==> src/rtl/wb_pbus_master_pkg.sv <==
`default_nettype none
// ============================================================================
// Module      : wb_pbus_master_pkg
// Description : Shared types and constants for the Wishbone peripheral-bus
//               master: FSM state encoding, bus widths, the default ACK
//               timeout and the wait-counter load helper.
// Revision    : 1.0  initial release
// ============================================================================
package wb_pbus_master_pkg;

    localparam int c_ADR_W       = 12;   // 4K peripheral window
    localparam int c_DAT_W       = 8;
    localparam int c_WAIT_W      = 7;    // async extra wait cycles
    localparam int c_CNT_W       = 8;    // wait/timeout counter
    localparam int c_TIMEOUT_DEF = 255;

    typedef enum logic [0:0] {
        ST_IDLE = 1'b0,
        ST_BUS  = 1'b1
    } pbus_state_t;

    // The counter reaches zero in the last BUS cycle, so it is loaded with
    // (cycles - 1): N for async (N+1 cycles), TIMEOUT-1 for sync.
    function automatic logic [c_CNT_W-1:0] f_load_value(
        input logic                sync_mode,
        input logic [c_WAIT_W-1:0] wait_n,
        input int                  timeout
    );
        logic [c_CNT_W-1:0] v;
        if (sync_mode) v = c_CNT_W'(timeout - 1);
        else           v = {1'b0, wait_n};
        return v;
    endfunction

endpackage
`default_nettype wire

==> src/rtl/wb_pbus_master_if.sv <==
`default_nettype none
// ============================================================================
// Module      : wb_pbus_master_if
// Description : CPU-side request port plus Wishbone classic master port.
//               modport master : the bus master (drives WB_* outputs and
//                                CPU completion/status)
//               modport slave  : the environment (CPU and Wishbone slave)
// Revision    : 1.0  initial release
// ============================================================================
interface wb_pbus_master_if;
    import wb_pbus_master_pkg::*;

    // CPU side
    logic                CPU_REQ;
    logic                CPU_WE;
    logic [c_ADR_W-1:0]  CPU_ADR;
    logic [c_DAT_W-1:0]  CPU_WDAT;
    logic [c_DAT_W-1:0]  CPU_RDAT;
    logic                CPU_BUSY;
    logic                CPU_DONE;
    logic                CPU_ERR;
    logic                SYNC_MODE;
    logic [c_WAIT_W-1:0] ASYNC_WAITCYCLE;

    // Wishbone side
    logic [c_ADR_W-1:0]  WB_ADRo;
    logic [c_DAT_W-1:0]  WB_DATo;
    logic [c_DAT_W-1:0]  WB_DATi;
    logic                WB_WEo;
    logic                WB_CYCo;
    logic                WB_STBo;
    logic                WB_ACKi;

    modport master (
        input  CPU_REQ, CPU_WE, CPU_ADR, CPU_WDAT, SYNC_MODE, ASYNC_WAITCYCLE,
        input  WB_DATi, WB_ACKi,
        output CPU_RDAT, CPU_BUSY, CPU_DONE, CPU_ERR,
        output WB_ADRo, WB_DATo, WB_WEo, WB_CYCo, WB_STBo
    );

    modport slave (
        output CPU_REQ, CPU_WE, CPU_ADR, CPU_WDAT, SYNC_MODE, ASYNC_WAITCYCLE,
        output WB_DATi, WB_ACKi,
        input  CPU_RDAT, CPU_BUSY, CPU_DONE, CPU_ERR,
        input  WB_ADRo, WB_DATo, WB_WEo, WB_CYCo, WB_STBo
    );

endinterface
`default_nettype wire

==> src/rtl/wb_pbus_master_wait_cnt.sv <==
`default_nettype none
// ============================================================================
// Module      : pbus_wait_cnt
// Description : 8-bit load/decrement counter shared by the async wait count
//               and the sync ACK timeout. Load has priority; decrement
//               saturates at zero.
//   clk, rst : clock, asynchronous active-high reset
//   load     : load counter with value
//   value    : load value
//   en       : decrement enable
//   zero     : counter equals zero
// Revision    : 1.0  initial release
// ============================================================================
module pbus_wait_cnt
    import wb_pbus_master_pkg::*;
(
    input  wire logic               clk,
    input  wire logic               rst,
    input  wire logic               load,
    input  wire logic [c_CNT_W-1:0] value,
    input  wire logic               en,
    output wire logic               zero
);

    logic [c_CNT_W-1:0] r_cnt;

    always_ff @(posedge clk or posedge rst) begin
        if (rst) begin
            r_cnt <= '0;
        end else if (load) begin
            r_cnt <= value;
        end else if (en && (r_cnt != '0)) begin
            r_cnt <= r_cnt - 1'b1;
        end
    end

    assign zero = (r_cnt == '0);

endmodule
`default_nettype wire

==> src/rtl/wb_pbus_master.sv <==
`default_nettype none
// ============================================================================
// Module      : wb_pbus_master
// Description : Converts single CPU requests into single, non-pipelined
//               Wishbone classic cycles. Sync mode ends on ACK (or aborts
//               after TIMEOUT cycles, setting a sticky error); async mode
//               ends after a fixed N+1 cycles with ACK ignored.
//   clk, rst : clock, asynchronous active-high reset
//   bus      : wb_pbus_master_if.master (CPU request/status + Wishbone)
//   TIMEOUT  : sync-mode bus cycles without ACK before abort (1..255)
// Revision    : 1.0  initial release
// ============================================================================
module wb_pbus_master
    import wb_pbus_master_pkg::*;
#(
    parameter int TIMEOUT = c_TIMEOUT_DEF
)(
    input  wire logic         clk,
    input  wire logic         rst,
    wb_pbus_master_if.master  bus
);

    pbus_state_t          r_state;
    logic                 r_sync;
    logic                 r_cyc;
    logic                 r_busy;
    logic                 r_done;
    logic                 r_err;
    logic                 r_wb_we;
    logic [c_ADR_W-1:0]   r_wb_adr;
    logic [c_DAT_W-1:0]   r_wb_dat;
    logic [c_DAT_W-1:0]   r_rdat;

    logic                 w_accept;
    logic                 w_cnt_zero;
    logic [c_CNT_W-1:0]   w_load_val;

    assign w_accept   = (r_state == ST_IDLE) && bus.CPU_REQ;
    assign w_load_val = f_load_value(bus.SYNC_MODE, bus.ASYNC_WAITCYCLE, TIMEOUT);

    pbus_wait_cnt u_wait_cnt (
        .clk   (clk),
        .rst   (rst),
        .load  (w_accept),
        .value (w_load_val),
        .en    (r_state == ST_BUS),
        .zero  (w_cnt_zero)
    );

    always_ff @(posedge clk or posedge rst) begin
        if (rst) begin
            r_state  <= ST_IDLE;
            r_sync   <= 1'b0;
            r_cyc    <= 1'b0;
            r_busy   <= 1'b0;
            r_done   <= 1'b0;
            r_err    <= 1'b0;
            r_wb_we  <= 1'b0;
            r_wb_adr <= '0;
            r_wb_dat <= '0;
            r_rdat   <= '0;
        end else begin
            r_done <= 1'b0;
            case (r_state)
                ST_IDLE: begin
                    if (w_accept) begin
                        r_state  <= ST_BUS;
                        r_sync   <= bus.SYNC_MODE;
                        r_wb_we  <= bus.CPU_WE;
                        r_wb_adr <= bus.CPU_ADR;
                        r_wb_dat <= bus.CPU_WDAT;
                        r_err    <= 1'b0;
                        r_cyc    <= 1'b1;
                        r_busy   <= 1'b1;
                    end
                end
                ST_BUS: begin
                    // ACK wins over an expiring timeout on the same edge.
                    if ((r_sync && bus.WB_ACKi) || w_cnt_zero) begin
                        r_state <= ST_IDLE;
                        r_cyc   <= 1'b0;
                        r_busy  <= 1'b0;
                        r_wb_we <= 1'b0;
                        r_done  <= 1'b1;
                        if (r_sync && !bus.WB_ACKi) begin
                            r_err <= 1'b1;
                            if (!r_wb_we) r_rdat <= '0;
                        end else if (!r_wb_we) begin
                            r_rdat <= bus.WB_DATi;
                        end
                    end
                end
                default: r_state <= ST_IDLE;
            endcase
        end
    end

    assign bus.WB_CYCo  = r_cyc;
    assign bus.WB_STBo  = r_cyc;
    assign bus.WB_WEo   = r_wb_we;
    assign bus.WB_ADRo  = r_wb_adr;
    assign bus.WB_DATo  = r_wb_dat;
    assign bus.CPU_RDAT = r_rdat;
    assign bus.CPU_BUSY = r_busy;
    assign bus.CPU_DONE = r_done;
    assign bus.CPU_ERR  = r_err;

endmodule
`default_nettype wire

==> src/flat_wrapper.sv <==
// flat-port wrapper written by rule: the top's interface ports become plain ports
module wb_pbus_master_flat import wb_pbus_master_pkg::*;
#(
    parameter int TIMEOUT = c_TIMEOUT_DEF
)
  (clk, rst, bus_CPU_REQ, bus_CPU_WE, bus_CPU_ADR, bus_CPU_WDAT, bus_SYNC_MODE, bus_ASYNC_WAITCYCLE, bus_WB_DATi, bus_WB_ACKi, bus_CPU_RDAT, bus_CPU_BUSY, bus_CPU_DONE, bus_CPU_ERR, bus_WB_ADRo, bus_WB_DATo, bus_WB_WEo, bus_WB_CYCo, bus_WB_STBo);
  wb_pbus_master_if bus_i ();
  input  wire logic clk;
  input  wire logic rst;
  input wire logic [$bits(bus_i.CPU_REQ)-1:0] bus_CPU_REQ;
  input wire logic [$bits(bus_i.CPU_WE)-1:0] bus_CPU_WE;
  input wire logic [$bits(bus_i.CPU_ADR)-1:0] bus_CPU_ADR;
  input wire logic [$bits(bus_i.CPU_WDAT)-1:0] bus_CPU_WDAT;
  input wire logic [$bits(bus_i.SYNC_MODE)-1:0] bus_SYNC_MODE;
  input wire logic [$bits(bus_i.ASYNC_WAITCYCLE)-1:0] bus_ASYNC_WAITCYCLE;
  input wire logic [$bits(bus_i.WB_DATi)-1:0] bus_WB_DATi;
  input wire logic [$bits(bus_i.WB_ACKi)-1:0] bus_WB_ACKi;
  output wire logic [$bits(bus_i.CPU_RDAT)-1:0] bus_CPU_RDAT;
  output wire logic [$bits(bus_i.CPU_BUSY)-1:0] bus_CPU_BUSY;
  output wire logic [$bits(bus_i.CPU_DONE)-1:0] bus_CPU_DONE;
  output wire logic [$bits(bus_i.CPU_ERR)-1:0] bus_CPU_ERR;
  output wire logic [$bits(bus_i.WB_ADRo)-1:0] bus_WB_ADRo;
  output wire logic [$bits(bus_i.WB_DATo)-1:0] bus_WB_DATo;
  output wire logic [$bits(bus_i.WB_WEo)-1:0] bus_WB_WEo;
  output wire logic [$bits(bus_i.WB_CYCo)-1:0] bus_WB_CYCo;
  output wire logic [$bits(bus_i.WB_STBo)-1:0] bus_WB_STBo;
  assign bus_i.CPU_REQ = bus_CPU_REQ;
  assign bus_i.CPU_WE = bus_CPU_WE;
  assign bus_i.CPU_ADR = bus_CPU_ADR;
  assign bus_i.CPU_WDAT = bus_CPU_WDAT;
  assign bus_i.SYNC_MODE = bus_SYNC_MODE;
  assign bus_i.ASYNC_WAITCYCLE = bus_ASYNC_WAITCYCLE;
  assign bus_i.WB_DATi = bus_WB_DATi;
  assign bus_i.WB_ACKi = bus_WB_ACKi;
  assign bus_CPU_RDAT = bus_i.CPU_RDAT;
  assign bus_CPU_BUSY = bus_i.CPU_BUSY;
  assign bus_CPU_DONE = bus_i.CPU_DONE;
  assign bus_CPU_ERR = bus_i.CPU_ERR;
  assign bus_WB_ADRo = bus_i.WB_ADRo;
  assign bus_WB_DATo = bus_i.WB_DATo;
  assign bus_WB_WEo = bus_i.WB_WEo;
  assign bus_WB_CYCo = bus_i.WB_CYCo;
  assign bus_WB_STBo = bus_i.WB_STBo;
  wb_pbus_master #(.TIMEOUT(TIMEOUT)) u_core (.clk(clk), .rst(rst), .bus(bus_i));
endmodule
==> config.mk <==
export PLATFORM = sky130hd
export DESIGN_NAME = wb_pbus_master_flat
export DESIGN_NICKNAME = d
export VERILOG_FILES = /design/src/rtl/wb_pbus_master_pkg.sv /design/src/rtl/wb_pbus_master_if.sv /design/src/rtl/wb_pbus_master_wait_cnt.sv /design/src/rtl/wb_pbus_master.sv /design/src/flat_wrapper.sv
export SDC_FILE = /design/constraint.sdc
export NUM_CORES = 1
export LEC_CHECK = 0
export CAP_MARGIN = 5
export CORE_MARGIN = 2
export CORE_UTILIZATION = 43
export DETAILED_ROUTE_END_ITERATION = 12
export PLACE_DENSITY_LB_ADDON = 0.12
export SYNTH_ARGS = -nofsm -noshare
export SYNTH_HDL_FRONTEND = slang
export SYNTH_SLANG_ARGS = --single-unit
==> constraint.sdc <==
create_clock -name clk -period 2.1 [get_ports clk]
set_input_delay 0.42 -clock clk [delete_from_list [all_inputs] [get_ports clk]]
set_output_delay 0.42 -clock clk [all_outputs]
set_load 0.01 [all_outputs]
==> run metrics, run 1 <==
Synth Warn # 0; first-pass GRT wire length slightly below 8000 µm; Reg2Reg Depth 6; dpl cells 323; Post-synth top cells nand2_1 (68), dfrtp_1 (42), nor2_1 (13); Setup crit start kind register; Power per Cell Area 1342 nW/µm²; Worst Path Max Fanout 10; ys async rst share 100.0%; Hold Startpoint u_core.bus.WB_DATo[6]; setup slack, reg-to-reg roughly 0.22 ns; XOR/XNOR Fraction of Synth Area less than 1%; CTS tree yes; Slew Viols, Final 0; die width roughly 71 µm; Tot GR Track Use about 20%; Reg-to-Reg Start u_core.u_wait_cnt.r_cnt[0]; GRT Max-Usage Layer met2; setup violators final 0; TNS Setup 0 ns; Post-CTS Resized 0; routing usage on met2 between 30% and 40%; RePlAce Congestion 0.8238; Mapped Nets approximately 250; Setup Fix Bufs, Post-CTS 0; cts bufs inserted 5; dpl ws between 0.1 and 0.15 ns; DR iter-0 viols 95; mux cell area share after synthesis 0%; Slew @ Worst Pin approximately 0.54 ns; Synth Area in Adders under 10%; Reg2Reg Capture Point u_core.u_wait_cnt.r_cnt[4]; WL final 4710 µm; total grt overflow 0; Via-to-Cell Ratio approximately 5.1; Slew headroom ~64%; Synth-to-Final Area Change 46.88%; compound-cell area share of the yosys netlist 13.54%; clk_lat worst skew around 0.28 ns; main combinational cell family by area after synthesis simple AND/OR/NAND/NOR gates; Leak Pwr between 1 and 1.5 nW; Post-synth EDFFs 0; Max clock buf depth 2; Most used DFF post-synth dfrtp_1; fill count 382; n_diodes 0; hold crit path type reg -> reg; vias in the first global route 1675; post-route cell area about 2800 µm²; share of the synthesized area in the top cell type between 50 and 60%; FF+latch count, synth 42; multi-input logic area between 700 and 800 µm²; CP arrival 2.05 ns; Via Count 1684; library cells used by synthesis 36; RSZ-0062 raised after global routing no; kind of critical path reg -> reg; Hold Vio Cnt, Final 0; Starting Density ~44%; Reg area about 1100 µm²; P_int about 2.5 mW; final cycle utilization of the critical path 89.35%; Max Cap Viol 0; switching part of the total roughly a third; core area 4324 µm²; initial antenna violation count 0; hold path cells 2; Die Y 70.86 µm; count leader, synth nand2_1; layout cells sized above 1 between 7 and 8%; Worst EP required ~2.3 ns; post-layout net count roughly 320; TritonRoute pass-1 iters 4; post-layout min period ~1.9 ns; Mapped Cells approximately 200; crit path capture type register; share of power burned in registers roughly 38%; worst vdd ir 0.6939 mV; sw power ~1.3 mW; GR Layer Usage met1 ~27%; final std cells w/o fill about 330; synth top area cells dfrtp_1 (55%), nand2_1 (13%), a32o_1 (4.2%); Cell Area, Placed ~2700 µm²; cts hold-fix bufs 0; Avg Cell Area, Syn ~9.5 µm²; H-tree Lvls 2; Worst Hold End u_core.bus.WB_DATo[6]; cell taking the most area after synthesis dfrtp_1; post-route core utilization approximately two thirds; Clock Skews roughly 0.0067 ns; synthesized-area fraction occupied by and/or/nand/nor cells approximately 25%; # DRC 0; Cell Rows 24; CTS Root Cell clkbuf_8; top-level I/O count 75; DP HPWL between 3000 and 4000 µm; CTS clk-pin slew, worst paths 0.08 ns; M3 GR Usage roughly 4.3%; Cell Area, Synth slightly below 2000 µm²; WL/cell around 14 µm; # clock sinks 42; status finished clean; Comb pwr share around 46%; Fmax achieved 0.5329 GHz; Worst Slack Setup Final 0.2236 ns; Die ar. 5020 µm²; Final ANT Viol Nets 0; clock power share 16.4%; largest net degree at the start of global routing 43; IO buf count between 70 and 80; sequential share of the synthesized area a little over half
[how the worst max path moves through the flow]
stage | endpoint | depth (start not counted) | start
4_1_cts | u_core.u_wait_cnt.r_cnt[4] | 6 | u_core.u_wait_cnt.r_cnt[0]
6_report | u_core.u_wait_cnt.r_cnt[4] | 6 | u_core.u_wait_cnt.r_cnt[0]
2_1_floorplan | u_core.u_wait_cnt.r_cnt[4] | 7 | u_core.u_wait_cnt.r_cnt[0]
3_3_place_gp | u_core.u_wait_cnt.r_cnt[4] | 6 | bus_CPU_REQ
3_5_place_dp | u_core.u_wait_cnt.r_cnt[4] | 6 | bus_CPU_REQ
5_1_grt | u_core.u_wait_cnt.r_cnt[4] | 6 | u_core.u_wait_cnt.r_cnt[0]
[kinds of logic after synthesis]
kind of cell / count (synthesis)
simple gates: 105
flops: 42
compound gates: 34
buf+inv: 18
fa+ha+maj: 2
xor+xnor: 1
[per-stage QoR]
| stage | power, mW | hold slack [ns] |
|---|---|---|
| floorplan | 2.332 | 0.4698 |
| global placement | 3.136 | 0.4564 |
| detailed placement | 3.197 | 0.4622 |
| CTS | 3.830 | 0.4814 |
| global route | 4.049 | 0.4996 |
| finish | 3.789 | 0.4792 |
[metal layers]
| metal | vias up | wire [µm] |
|---|---|---|
| met5 | - | 0 |
| met4 | 0 | 38 |
| met3 | 6 | 254 |
| met2 | 56 | 2290 |
| met1 | 797 | 2126 |
| li1 | 825 | - |
[flip-flops by register name (all words and copies together) (netlist names)]
signal	cells
u_core.bus.CPU_ERR	1
u_core.u_wait_cnt.r_cnt	8
u_core.bus.CPU_BUSY	1
u_core.bus.CPU_RDAT	8
u_core.r_sync	1
u_core.bus.WB_ADRo	12
u_core.bus.WB_WEo	1
u_core.bus.CPU_DONE	1
u_core.r_state	1
u_core.bus.WB_DATo	8
[cell usage in the layout (no fill, tap or decap), types with 4 or more instances in the layout]
master / instances
a21oi_1: 6
a32o_1: 8
buf_4: 9
clkbuf_8: 5
clkdlybuf4s50_1: 74
dfrtp_1: 42
nand2_1: 68
nor2_1: 13
nor2b_1: 9
o21ai_0: 4
[power groups by stage]
| stage | sequential (mW) | combinational, mW | clock [mW] |
|---|---|---|---|
| after global placement | 1.44 | 1.70 | 0 |
| after global routing | 1.50 | 1.89 | 0.665 |
| after CTS | 1.44 | 1.75 | 0.639 |
| after detailed placement | 1.46 | 1.74 | 0 |
| after floorplan | 1.56 | 0.769 | 0 |
| final | 1.44 | 1.73 | 0.622 |
[worst max-delay path, cell delays in order, from the launching register on]
cell     delay (ns)
dfrtp_1        0.43
inv_1          0.10
ha_1           0.15
nor4b_4        0.33
a31o_1         0.40
o21ba_1        0.20
o22a_1         0.16
[layout make-up]
cell class	instances	area share [%]
Sequential cell	42	37.23
Timing Repair Buffer	83	28.63
Multi-Input combinational cell	142	27.53
Clock buffer	7	2.704
Tap cell	52	2.305
Clock inverter	1	1.064
Inverter	4	0.5319
No activity file was read; power rests on OpenSTA's default activity.
==> run 2, diff against run 1 <==
CAP_MARGIN = 25   (was 5)
CORE_UTILIZATION = 44   (was 43)
SYNTH_HIERARCHICAL = 1   (was default)
==> run 2 against run 1 <==
  * Critical path depth grew 1
  * Cell area grew 3.5%
  * Final cell count shrank 11%
  * Die area grew 1.7%
  * Via count shrank 16%
  * Maximum frequency shrank 4.7%
  * Critical endpoint is now u_core/u_wait_cnt/r_cnt[1]
  * Largest power group unchanged
  * Highest routed layer unchanged
==> run metrics, run 2 <==
Comb pwr share 47.6% (+2.0 points); core area 4354 µm² (+0.69%); post-layout net count 285 (-11%); Avg Cell Area, Syn 12.36 µm² (+30%); status finished clean; Synth Warn # 6 (+6); die width 71.45 µm (+0.84%); Leak Pwr 1.268 nW (-0.43%); first-pass GRT wire length 7238 µm (-7.2%); Slew Viols, Final 0 (unchanged); setup violators final 0 (unchanged); Die ar. 5105 µm² (+1.7%); clk_lat worst skew 0.30 ns (+0.02 ns); cts hold-fix bufs 0 (unchanged); IO buf count 74 (unchanged); Worst Path Max Fanout 3 (-7); n_diodes 0 (unchanged); commonest non-fill, non-tap cell in the layout clkdlybuf4s50_1; DP HPWL 2984 µm (-11%); WL/cell 14.01 µm (-1.6%); initial antenna violation count 0 (unchanged); Post-synth top cells dfrtp_1 (42), mux2_4 (17), nand2_1 (16); kind of critical path reg -> reg; Cell Area, Synth 2002 µm² (+4.2%); CTS tree yes; Die Y 71.45 µm (+0.84%); Fmax achieved 0.5077 GHz (-4.7%); H-tree Lvls 2 (unchanged); RSZ-0062 raised after global routing no; Setup crit start kind register; FF+latch count, synth 42 (unchanged); CTS clk-pin slew, worst paths 0.08 ns (about the same); max reg flops 12 (unchanged); most frequent cells in the layout clkdlybuf4s50_1 (74), dfrtp_1 (42), mux2_4 (17); Via-to-Cell Ratio 4.810 (-5.5%); share of power burned in registers 37.0% (-1.0 points); cts bufs inserted 5 (unchanged); ys async rst share 100.0% (unchanged); DR iter-0 viols 46 (-52%); fill count 323 (-15%); TNS Setup 0 ns (unchanged); dpl cells 285 (-12%); library cells used by synthesis 40 (+11%); Pwr Total 4.065 mW (+7.3%); synth top area cells dfrtp_1 (53%), mux2_4 (13%), mux2i_1 (4.5%); post-route cell area 2920 µm² (+3.5%); Via Count 1419 (-16%); Power per Cell Area 1392 nW/µm² (+3.7%); Slew headroom 55.19% (-9.0 points); Synth-to-Final Area Change 45.87%; layout cells sized above 1 20.16% (+12 points); sw power 1.305 mW (-0.47%); Hold Slack 0.4094 ns (-0.06981 ns); clock power share 15.4% (-1.0 points); Post-synth EDFFs 0 (unchanged); CTS Root Cell clkbuf_8; count leader, synth dfrtp_1; total grt overflow 0 (unchanged); crit path capture type register; TritonRoute pass-1 iters 4 (unchanged); Slew @ Worst Pin 0.6629 ns (+0.1259 ns); cell family with most CP delay simple AND/OR/NAND/NOR gates; Cell Area, Placed 2784 µm² (+2.5%); Worst EP required 2.32 ns (+0.05 ns); largest net degree at the start of global routing 35 (-19%); # clock sinks 42 (unchanged); Max Cap Viol 0 (unchanged); RePlAce Congestion 0.8299 (+0.74%); worst vdd ir 0.6768 mV (-2.5%); P_int 2.760 mW (+11%); Mapped Cells 162 (-20%); Most used DFF post-synth dfrtp_1; crit path cell chain inv_2, ha_1, or4b_4, buf_4, o21ai_2, mux2_1, o21ai_1; Hold Vio Cnt, Final 0 (unchanged); post-layout min period 1.970 ns (+0.09317 ns); Tot GR Track Use 17.97% (-1.6 points); Clock Skews 0.007269 ns (+0.0005519 ns); cell taking the most area after synthesis dfrtp_1; share of the synthesized area in the top cell type 52.50% (-2.2 points); final cycle utilization of the critical path 93.79% (+4.4 points); vias in the first global route 1544 (-7.8%); hold crit path type in -> async; sequential share of the synthesized area 52.50% (-2.2 points); Mapped Nets 205 (-16%); WL final 4132 µm (-12%); final std cells w/o fill 295 (-11%); top-level I/O count 75 (unchanged); Worst path max stage delay 0.49 ns (+0.06 ns); CP arrival 2.19 ns (+0.14 ns); Max stage delay cell, worst path or4b_4; Max clock buf depth 2 (unchanged); WP buf/inv 2 (+1); switching part of the total 32.11% (-2.5 points); Starting Density 45.98% (+1.5 points); Cell Rows 24 (unchanged); Final ANT Viol Nets 0 (unchanged); # DRC 0 (unchanged)
==> run 2: what timing repair did <==
action / CTS / global route
pin swaps: 0 / 2
endpoints found under the setup margin: 1 / 8
gates resized for setup: 1 / 3
buffers inserted: 0 / 2
==> run 2: power by group through the flow <==
stage | clock network [mW] | logic, mW | registers (mW)
after floorplan | 0 | 0.967 | 1.61
after global placement | 0 | 1.88 | 1.49
after detailed placement | 0 | 1.91 | 1.52
after CTS | 0.648 | 1.93 | 1.51
after global routing | 0.683 | 2.10 | 1.57
final | 0.628 | 1.93 | 1.50
==> run 2: path summary, 6_finish.rpt <==
kind	cells past startpoint	endpoint	slack [ns]	from
max	7	u_core/u_wait_cnt/r_cnt[1]	0.13	u_core/u_wait_cnt/r_cnt[0]
min	2	u_core/u_wait_cnt/r_cnt[3]	0.41	rst
max reg2reg	7	u_core/u_wait_cnt/r_cnt[1]	0.13	u_core/u_wait_cnt/r_cnt[0]
min reg2reg	1	u_core/bus.WB_DATo[7]	0.52	u_core/bus.WB_DATo[7]
max in group asynchronous	3	u_core/bus.CPU_RDAT[2]	1.24	rst
min in group clk	1	u_core/bus.WB_DATo[7]	0.52	u_core/bus.WB_DATo[7]
==> run 2: final cells by class <==
cell class / count / area [µm²] / area share (%)
clock inverter: 2 / 37.54 / 1.285
tap: 52 / 65.06 / 2.228
multi-input combinational: 97 / 828.3 / 28.36
clock buffer: 6 / 72.57 / 2.485
inverter: 15 / 56.30 / 1.928
sequential: 42 / 1051 / 35.99
timing repair buffer: 81 / 809.5 / 27.72
==> run 2: cells by family (layout without fill, tap and decap cells) <==
group	after synthesis	after routing	share of synthesized area [%]
and+or+nand+nor	41	41	11.62
muxes	31	31	20.06
buffers and inverters	23	104	6.874
DFF	42	42	52.50
adders and majority gates	2	2	1.250
xor gates and xnor gates	4	4	1.750
AOI/OAI and AO/OA	19	19	5.938
==> run 2: routing by layer <==
layer / wire length [µm] / vias up / GRT usage (%)
met4: 49 / 0 / 5.031
met2: 1958 / 56 / 29.32
met5: 0 / - / 0
met3: 368 / 5 / 6.470
li1: - / 703 / -
met1: 1755 / 655 / 22.71
==> run 2: stage by stage <==
stage / setup WS, ns / utilization (%)
after floorplan: 0.1675 / -
after global placement: 0.1279 / 63.94
after detailed placement: 0.02412 / 63.94
after CTS: 0.009504 / 66.55
after global routing: 0.005963 / 67.07
final: 0.1305 / 67.07
